## src/rtl/tx_scrambler.sv

```systemverilog
// Scrambles DATA-field bits with S(x) = x^7 + x^4 + 1; SIGNAL-field bits bypass. Optional tail zeroing under SCRAM_TAIL_ZERO_EN.
// Latency: 1 cycle through a single output register, full throughput.
// Backpressure: input stalls while the output is held or while a seed load is in progress.
module tx_scrambler #(
    parameter logic [6:0] DEF_SEED = 7'b1111111
) (
    input  logic        clk,
    input  logic        rst_n,
    input  logic        scram_din,
    input  logic        scram_din_vld,
    input  logic        scram_din_sig_flag,
    input  logic [3:0]  scram_din_rate_con,
    output logic        scram_din_rdy,
    input  logic [6:0]  scram_seed,
    input  logic        scram_load,
    input  logic [11:0] scram_din_length,
    output logic        scram_dout,
    output logic        scram_dout_vld,
    output logic        scram_dout_sig_flag,
    output logic [3:0]  scram_dout_rate_con,
    input  logic        scram_dout_rdy
);

    logic [6:0]  lfsr_q, lfsr_d;
    logic [15:0] cnt_q, cnt_d;
    logic        dout_q, dout_d;
    logic        vld_q, vld_d;
    logic        sig_q, sig_d;
    logic [3:0]  rate_q, rate_d;
    logic        xfer, data_xfer, fb, scr_bit, tail_zero;

    assign scram_din_rdy = (~vld_q | scram_dout_rdy) & ~scram_load;
    assign xfer          = scram_din_vld & scram_din_rdy;
    assign data_xfer     = xfer & ~scram_din_sig_flag;
    assign fb            = lfsr_q[6] ^ lfsr_q[3];

`ifdef SCRAM_TAIL_ZERO_EN
    logic [11:0] len_q;
    logic [15:0] tail_lo, tail_hi;

    // Tail follows 16 SERVICE bits plus the PSDU; 16 bits is enough for LEN=4095.
    assign tail_lo   = 16'd16 + {1'b0, len_q, 3'b000};
    assign tail_hi   = tail_lo + 16'd5;
    assign tail_zero = (cnt_q >= tail_lo) && (cnt_q <= tail_hi);

    always_ff @(posedge clk or negedge rst_n) begin
        if (!rst_n) begin
            len_q <= '0;
        end else if (scram_load) begin
            len_q <= scram_din_length;
        end
    end
`else
    logic unused_len;
    assign unused_len = ^scram_din_length;
    assign tail_zero  = 1'b0;
`endif

    assign scr_bit = scram_din_sig_flag ? scram_din
                                        : ((scram_din ^ fb) & ~tail_zero);

    always_comb begin
        lfsr_d = lfsr_q;
        cnt_d  = cnt_q;
        dout_d = dout_q;
        vld_d  = vld_q;
        sig_d  = sig_q;
        rate_d = rate_q;

        // Load blocks the input side, so it can never collide with a data advance.
        if (scram_load) begin
            lfsr_d = scram_seed;
            cnt_d  = '0;
        end else if (data_xfer) begin
            lfsr_d = {lfsr_q[5:0], fb};
            cnt_d  = (cnt_q == 16'hFFFF) ? cnt_q : cnt_q + 16'd1;
        end

        if (xfer) begin
            dout_d = scr_bit;
            vld_d  = 1'b1;
            sig_d  = scram_din_sig_flag;
            rate_d = scram_din_rate_con;
        end else if (scram_dout_rdy) begin
            vld_d  = 1'b0;
        end
    end

    always_ff @(posedge clk or negedge rst_n) begin
        if (!rst_n) begin
            lfsr_q <= DEF_SEED;
            cnt_q  <= '0;
            dout_q <= 1'b0;
            vld_q  <= 1'b0;
            sig_q  <= 1'b0;
            rate_q <= '0;
        end else begin
            lfsr_q <= lfsr_d;
            cnt_q  <= cnt_d;
            dout_q <= dout_d;
            vld_q  <= vld_d;
            sig_q  <= sig_d;
            rate_q <= rate_d;
        end
    end

    assign scram_dout          = dout_q;
    assign scram_dout_vld      = vld_q;
    assign scram_dout_sig_flag = sig_q;
    assign scram_dout_rate_con = rate_q;

endmodule

```

## config.mk

```make
export PLATFORM = sky130hd
export DESIGN_NAME = tx_scrambler
export DESIGN_NICKNAME = d
export VERILOG_FILES = /design/src/rtl/tx_scrambler.sv
export SDC_FILE = /design/constraint.sdc
export NUM_CORES = 1
export LEC_CHECK = 0
export CORE_MARGIN = 2
export CORE_UTILIZATION = 38
export DETAILED_ROUTE_END_ITERATION = 10
export GPL_ROUTABILITY_DRIVEN = 1
export HOLD_SLACK_MARGIN = 0.03
export PLACE_DENSITY = 0.78
export SLEW_MARGIN = 10
export SYNTH_ARGS = -nofsm -noshare
export SYNTH_HDL_FRONTEND = slang
export SYNTH_SLANG_ARGS = --single-unit
```

## constraint.sdc

```tcl
create_clock -name clk -period 1.43 [get_ports clk]
set_input_delay 0.143 -clock clk [delete_from_list [all_inputs] [get_ports clk]]
set_output_delay 0.143 -clock clk [all_outputs]
set_load 0.02 [all_outputs]
```

==> summary.txt, run 1 <==
Status
  – Run status: finished, final reports clean

Finish
  – Layout Area Growth over Synthesis: 49.48%
  – N_diodes: 0
  – Final instance count without filler cells: 115
  – Area of combinational cells with multiple inputs: 325.3 µm²
  – Area taken by flip-flops and latches: 359.1 µm²
  – Most common cell after layout, fill and taps aside: sky130_fd_sc_hd__clkdlybuf4s50_1
  – Fraction of final layout cells with drive strength greater than 1: 0.4444
  – Fill cell total of the finished layout: 141
  – Number of nets in the finished design: 121
  – Commonest cells after routing, fill and taps aside: sky130_fd_sc_hd__clkdlybuf4s50_1, sky130_fd_sc_hd__mux2_2, sky130_fd_sc_hd__buf_4
  – Final Cell Area: 1074 µm²

Worst setup path
  – Chain of cells forming the critical path: clkdlybuf4s50_1
  – Critical path endpoint category: output port
  – Reg-to-reg critical path endpoint: scram_dout_rate_con[3]
  – Highest fanout seen on the critical path: 2
  – Delay of the slowest critical-path stage: 0.60 ns
  – CP Class: reg2out
  – Endpoint arrival time on the critical path: 1.24 ns
  – Buffering stage count on the worst path with inverters included: 1
  – Reg2reg path depth: 4
  – Family with the most delay on the worst path: buffers and inverters
  – CP Data Required Time: 1.29 ns
  – Worst-path cell with the longest stage delay: sky130_fd_sc_hd__clkdlybuf4s50_1
  – Category of the worst setup path launch point: flop
  – Slack of the worst reg-to-reg path: 0.06 ns
  – Worst r2r src: scram_dout_vld

Die
  – Initial Util: 0.4115
  – Area of the die: 2254 µm²
  – Die Y: 47.48 µm
  – Die Width: 47.48 µm
  – Core area: 1745 µm²
  – Cell row count: 15
  – Number of top-level design ports: 38

GRT
  – Number of antenna violations at the first check in global routing: 0
  – Total global routing track utilization: 0.1489
  – Vias in the first global route: 507
  – Global-route wire length before repair: 2.166 mm
  – Pin count of the biggest net entering global routing: 15
  – Overflow left after global routing: 0

Drt
  – First-iteration detailed-routing DRC count: 4
  – Average via count per standard cell: 4.878
  – First-pass iteration count of the detailed router: 4
  – Total wirelength of the detailed-routed design: 1.470 mm
  – DRC Markers: 0
  – Total number of vias: 561
  – Routed wire per std cell: 12.78 µm
  – Number of nets with antenna violations after routing: 0

Logic synthesis
  – Cell type contributing the most total cell area after synthesis: sky130_fd_sc_hd__dfstp_2
  – Yosys top cell area share: 0.2561
  – Number of instances in the synthesized netlist: 55
  – Count of different cell masters after synthesis: 22
  – Post-Syn Nets: 85
  – Cell area after technology mapping: 718.2 µm²
  – Fraction of the yosys area taken by sequential cells: 0.5000
  – Average size of a mapped cell: 13.06 µm²
  – Number of warnings reported in the yosys synthesis log: 0
  – Top cells by area in the synthesized netlist: sky130_fd_sc_hd__dfstp_2, sky130_fd_sc_hd__dfrtp_1, sky130_fd_sc_hd__mux2_2
  – Post-synthesis sequential element count: 14

Placed design
  – Placer's final routability congestion estimate: 0.7860
  – Placed standard-cell area: 1041 µm²
  – Count of buffers inserted at the top-level ports: 25
  – Dpl cells: 111
  – Detailed-placement wirelength estimate: 1.123 mm

CTS
  – TritonCTS clock tree: built
  – Number of setup buffers added after CTS: 0
  – H-tree depth reported by CTS: 1
  – Clock latency reported for the late side of the worst-skew pair: 0.28 ns
  – Number of clock buffers inserted by TritonCTS: 3
  – TritonCTS sink count: 14
  – CTS Buffer Depth: 2
  – Post-CTS clock slew at the launch and capture registers of the worst setup and hold paths: 0.08 ns
  – Hold_buf cts: 0
  – Buffer cell driving the clock tree root: sky130_fd_sc_hd__clkbuf_4

Power
  – Pwr Density: 1057 nW/µm²
  – Maximum VDD drop: 0.0006583 V
  – Pleak: 0.4511 nW

Flow run
  – Reported max-cap violation count: 0

STA
  – Final Hold Viols: 0
  – Setup repair after global routing missed its margin: false
  – Setup skew after layout: 0.001803 ns
  – Share of the cycle needed by the critical path after routing: 0.9675
  – Max-slew violation count: 0
  – Worst slew pin tran: 0.2592 ns
  – Crit path time final: 1.383 ns
  – Relative max-transition margin: 0.8263
  – Fmax: 0.7228 GHz
  – Setup-violating endpoint count in the final report: 0

Worst hold path
  – Worst min-delay path category: in2async
==> routing by layer <==
layer	vias to the layer above	GRT usage	share of wire
met2	20	0.2054	0.43
met1	262	0.1853	0.46
li1	273	-	-
met5	-	0	0
met4	0	0.1500	0.053
met3	6	0.03396	0.056
==> worst max path at each step <==
stage	startpoint	end	slack (ns)	cells after the start
floorplan	scram_dout_vld	scram_dout_rate_con[0]	0.06	3
global placement	scram_dout_rdy	scram_din_rdy	-0.22	4
CTS	scram_dout_vld	scram_din_rdy	0.0003	3
detailed placement	scram_dout_rdy	scram_din_rdy	-0.25	4
global route	scram_dout_rate_con[3]	scram_dout_rate_con[3]	0.002	1
finish	scram_dout_sig_flag	scram_dout_sig_flag	0.05	1
==> cell type report <==
type / count / share of cell area
flip-flops and latches: 14 / 0.3345
multi-input cells: 35 / 0.3030
repair buffers: 33 / 0.2855
inverters: 4 / 0.01399
well taps: 25 / 0.02914
clock buffers: 4 / 0.03380
==> cells in the mapped netlist (all sizes together) <==
cell,n
or3,1
dfstp,7
a31oi,2
nor3,1
nand2,3
and2b,1
a221o,3
nor2,3
a311oi,3
buf,2
mux2,11
nand2b,2
xnor2,1
o21ba,1
o21ai,3
inv,4
dfrtp,7
==> cell families after synthesis <==
logic type                after synthesis  synth area share
AOI/OAI and AO/OA                      12            0.1533
and+or+nand+nor                        11            0.1150
buffers and inverters                   6           0.04703
muxes                                  11            0.1725
xor gates and xnor gates                1           0.01220
DFF                                    14            0.5000
==> through the flow <==
| step | setup slack (ns) | hold slack, ns | TNS (ns) | power, W | utilization |
|---|---|---|---|---|---|
| 2_1_floorplan | 0.06421 | -0.1526 | 0 | 0.0006934 | - |
| 3_3_place_gp | -0.2235 | 0.4707 | -1.741 | 0.0008593 | 0.5964 |
| 3_5_place_dp | -0.2473 | 0.4762 | -2.132 | 0.0008677 | 0.5964 |
| 4_1_cts | 0.0003269 | 0.1624 | 0 | 0.001152 | 0.6158 |
| 5_1_grt | 0.001689 | 0.1802 | 0 | 0.001200 | 0.6151 |
| 6_report | 0.04651 | 0.1655 | 0 | 0.001135 | 0.6151 |
==> flip-flops by register name, indices dropped and copies added (netlist names) <==
signal	cells
scram_dout_rate_con	4
lfsr_q	7
scram_dout_vld	1
scram_dout	1
scram_dout_sig_flag	1
==> where the power goes <==
group          internal [W]  switching [W]  total (W)
Sequential         0.000478      0.0000310   0.000509
Combinational      0.000197       0.000147   0.000344
Clock              0.000155       0.000127   0.000282
==> what timing repair did <==
item,in CTS,in global routing
pin swaps,0,1
resized for setup,2,3
endpoints found under the setup margin,2,3
No activity file was read; power rests on OpenSTA's default activity.
==> run 2, diff against run 1 <==
--- a/config.mk
+++ b/config.mk
@@ -6,11 +6,11 @@
 export NUM_CORES = 1
 export LEC_CHECK = 0
 export CORE_MARGIN = 2
-export CORE_UTILIZATION = 38
+export CORE_UTILIZATION = 49
 export DETAILED_ROUTE_END_ITERATION = 10
+export DONT_BUFFER_PORTS = 1
 export GPL_ROUTABILITY_DRIVEN = 1
 export HOLD_SLACK_MARGIN = 0.03
-export PLACE_DENSITY = 0.78
 export SLEW_MARGIN = 10
 export SYNTH_ARGS = -nofsm -noshare
 export SYNTH_HDL_FRONTEND = slang
==> constraint.sdc (replaced) <==
create_clock -name clk -period 1.7 [get_ports clk]
set_input_delay 0.17 -clock clk [delete_from_list [all_inputs] [get_ports clk]]
set_output_delay 0.17 -clock clk [all_outputs]
set_load 0.02 [all_outputs]
==> summary.txt, run 2 (synthesis gave the netlist of run 1 again) <==
CTS
  – Buffer cell driving the clock tree root: sky130_fd_sc_hd__clkbuf_4
  – Post-CTS clock slew at the launch and capture registers of the worst setup and hold paths: 0.08 ns (about the same)
  – TritonCTS sink count: 14 (unchanged)
  – Clock latency reported for the late side of the worst-skew pair: 0.27 ns (about the same)
  – CTS Buffer Depth: 2 (unchanged)
  – H-tree depth reported by CTS: 1 (unchanged)
  – Number of setup buffers added after CTS: 0 (unchanged)
  – Number of clock buffers inserted by TritonCTS: 3 (unchanged)
  – TritonCTS clock tree: built

Drt
  – Number of nets with antenna violations after routing: 0 (unchanged)
  – Met3 wirelength from detailed routing: 97 µm (+18%)
  – First-iteration detailed-routing DRC count: 8 (+4)
  – Routed wire per std cell: 16.70 µm (+31%)
  – Total number of vias: 453 (-19%)
  – Total wirelength of the detailed-routed design: 1.286 mm (-13%)
  – DRC Markers: 0 (unchanged)
  – Highest routed layer: met3
  – Length of routed met2 wiring: 667 µm (+4.5%)
  – Length of routed wiring on met1: 522 µm (-22%)
  – Average via count per standard cell: 5.883 (+21%)
  – First-pass iteration count of the detailed router: 3 (-1)

Finish
  – Fraction of final layout cells with drive strength greater than 1: 0.5000 (+0.05556)
  – Final core utilization: 0.5938 (-0.02124)
  – Most flops, register: lfsr_q
  – N_diodes: 0 (unchanged)
  – Most common cell after layout, fill and taps aside: sky130_fd_sc_hd__mux2_2
  – Layout Area Growth over Synthesis: 10.28%
  – Number of nets in the finished design: 93 (-23%)
  – Commonest cells after routing, fill and taps aside: sky130_fd_sc_hd__mux2_2, sky130_fd_sc_hd__dfstp_2, sky130_fd_sc_hd__dfrtp_1
  – Flip-flop count of the largest register after layout: 7 (unchanged)

Worst setup path
  – Buffering stage count on the worst path with inverters included: 0 (-1)
  – CP Data Required Time: 1.53 ns (+0.24 ns)
  – Reg2reg path depth: 3 (-1)
  – Family with the most delay on the worst path: simple AND/OR/NAND/NOR gates
  – Highest fanout seen on the critical path: 4 (+2)
  – Endpoint arrival time on the critical path: 1.20 ns (-0.04 ns)
  – CP Class: reg2out
  – Chain of cells forming the critical path: and2b_2 -> nor2_1
  – Worst-path cell with the longest stage delay: sky130_fd_sc_hd__dfrtp_1
  – Critical path endpoint category: output port
  – Delay of the slowest critical-path stage: 0.38 ns (-0.22 ns)
  – Depth of the critical timing path with buffers and inverters included: 2 (+1)
  – Category of the worst setup path launch point: flop

GRT
  – Number of antenna violations at the first check in global routing: 0 (unchanged)
  – Pin count of the biggest net entering global routing: 17 (+2)
  – Global-route wire length before repair: 2.194 mm (+1.3%)
  – Overflow left after global routing: 0 (unchanged)
  – Total global routing track utilization: 0.1632 (+0.01431)
  – Vias in the first global route: 491 (-3.2%)

STA
  – Setup Total Neg Slack: 0 ns (unchanged)
  – Worst slew pin tran: 0.6347 ns (+0.3756 ns)
  – Relative max-transition margin: 0.5754 (-0.2508)
  – Max-slew violation count: 0 (unchanged)
  – Share of the cycle needed by the critical path after routing: 0.8052
  – Setup skew after layout: 0.001511 ns (-0.0002917 ns)
  – Setup-violating endpoint count in the final report: 0 (unchanged)
  – Final Hold Viols: 0 (unchanged)
  – Hold_ws: 0.04429 ns (-0.1212 ns)
  – Setup repair after global routing missed its margin: false
  – Crit path time final: 1.369 ns
  – Fmax: 0.7305 GHz

Placed design
  – Placer's final routability congestion estimate: 0.8168 (+3.9%)
  – Count of buffers inserted at the top-level ports: 0 (-100%)
  – Detailed-placement wirelength estimate: 1.022 mm (-9.0%)

Worst hold path
  – Worst min-delay path category: in2reg
  – Number of instances on the worst hold path: 1

Power
  – Pleak: 0.3193 nW (-29%)
  – Final Power: 0.0008004 W (-29%)
  – Maximum VDD drop: 0.0005455 V (-17%)
  – Pwr Density: 1011 nW/µm² (-4.4%)

Status
  – Run status: finished, final reports clean

Die
  – Cell row count: 13 (-2)
  – Core area: 1334 µm² (-24%)
  – Number of top-level design ports: 38 (unchanged)
  – Area of the die: 1788 µm² (-21%)
  – Die Y: 42.29 µm (-11%)
  – Initial Util: 0.5385 (+0.1270)
  – Die Width: 42.29 µm (-11%)

Flow run
  – Reported max-cap violation count: 0 (unchanged)
-- run 2: cell count changes in the layout (fill, tap and decap cells not counted), sizes merged --
cell | before | now
buf | 8 | 1
dlygate4sd2 | 1 | 0
dlygate4sd3 | 0 | 4
clkdlybuf4s50 | 22 | 0
clkbuf | 5 | 4
dlymetal6s2s | 1 | 0
-- run 2: layout make-up --
cell class,count,area [µm²]
inverter,4,15.01
clock buffer,4,26.28
tap,15,18.77
timing repair buffer,5,47.55
sequential,14,359.1
multi-input combinational,35,325.3
fill,112,541.8
-- run 2: what timing repair did --
item | in CTS | in global routing
hold buffers | 1 | 3
resized for setup | 0 | 0
endpoints found under the hold margin | 14 | 3
endpoints found under the setup margin | 0 | 0
-- run 2: through the flow --
step / area (µm²) / worst slack [ns] / cells
finish: 792.0 / 0.3312 / 77
global route: 792.0 / 0.2417 / 77
CTS: 762.0 / 0.3095 / 74
detailed placement: 725.7 / 0.4213 / 69
global placement: 725.7 / 0.4608 / 69
floorplan: 718.2 / 0.3342 / 55
-- run 2: report_power, final --
part           internal [W]  total (W)  switching, W
logic             0.0000807   0.000141     0.0000606
registers          0.000403   0.000468     0.0000655
clock network     0.0000908   0.000191      0.000100
-- run 2: final timing paths --
check	start	end	slack, ns
worst max-delay path	scram_dout_vld	scram_din_rdy	0.33
worst min-delay path	scram_din_rate_con[0]	scram_dout_rate_con[0]	0.04
worst max register to register	scram_dout_vld	scram_dout_rate_con[1]	0.43
worst min register to register	lfsr_q[1]	lfsr_q[1]	0.62
max in group asynchronous	rst_n	scram_dout_rate_con[3]	0.94
min in group asynchronous	rst_n	scram_dout_vld	0.35
-- run 2: metal layers --
layer | global-route usage | vias up
met1 | 0.1989 | 223
met3 | 0.06034 | 0
li1 | - | 216
met2 | 0.2646 | 14
met4 | 0.05625 | 0
met5 | 0 | -
-- run 2: worst reg2reg max path: stages, from the launching register on --
cell and delay, ns:
sky130_fd_sc_hd__dfrtp_1 0.38, sky130_fd_sc_hd__and2b_2 0.24, sky130_fd_sc_hd__nor2_4 0.19, sky130_fd_sc_hd__mux2_2 0.36
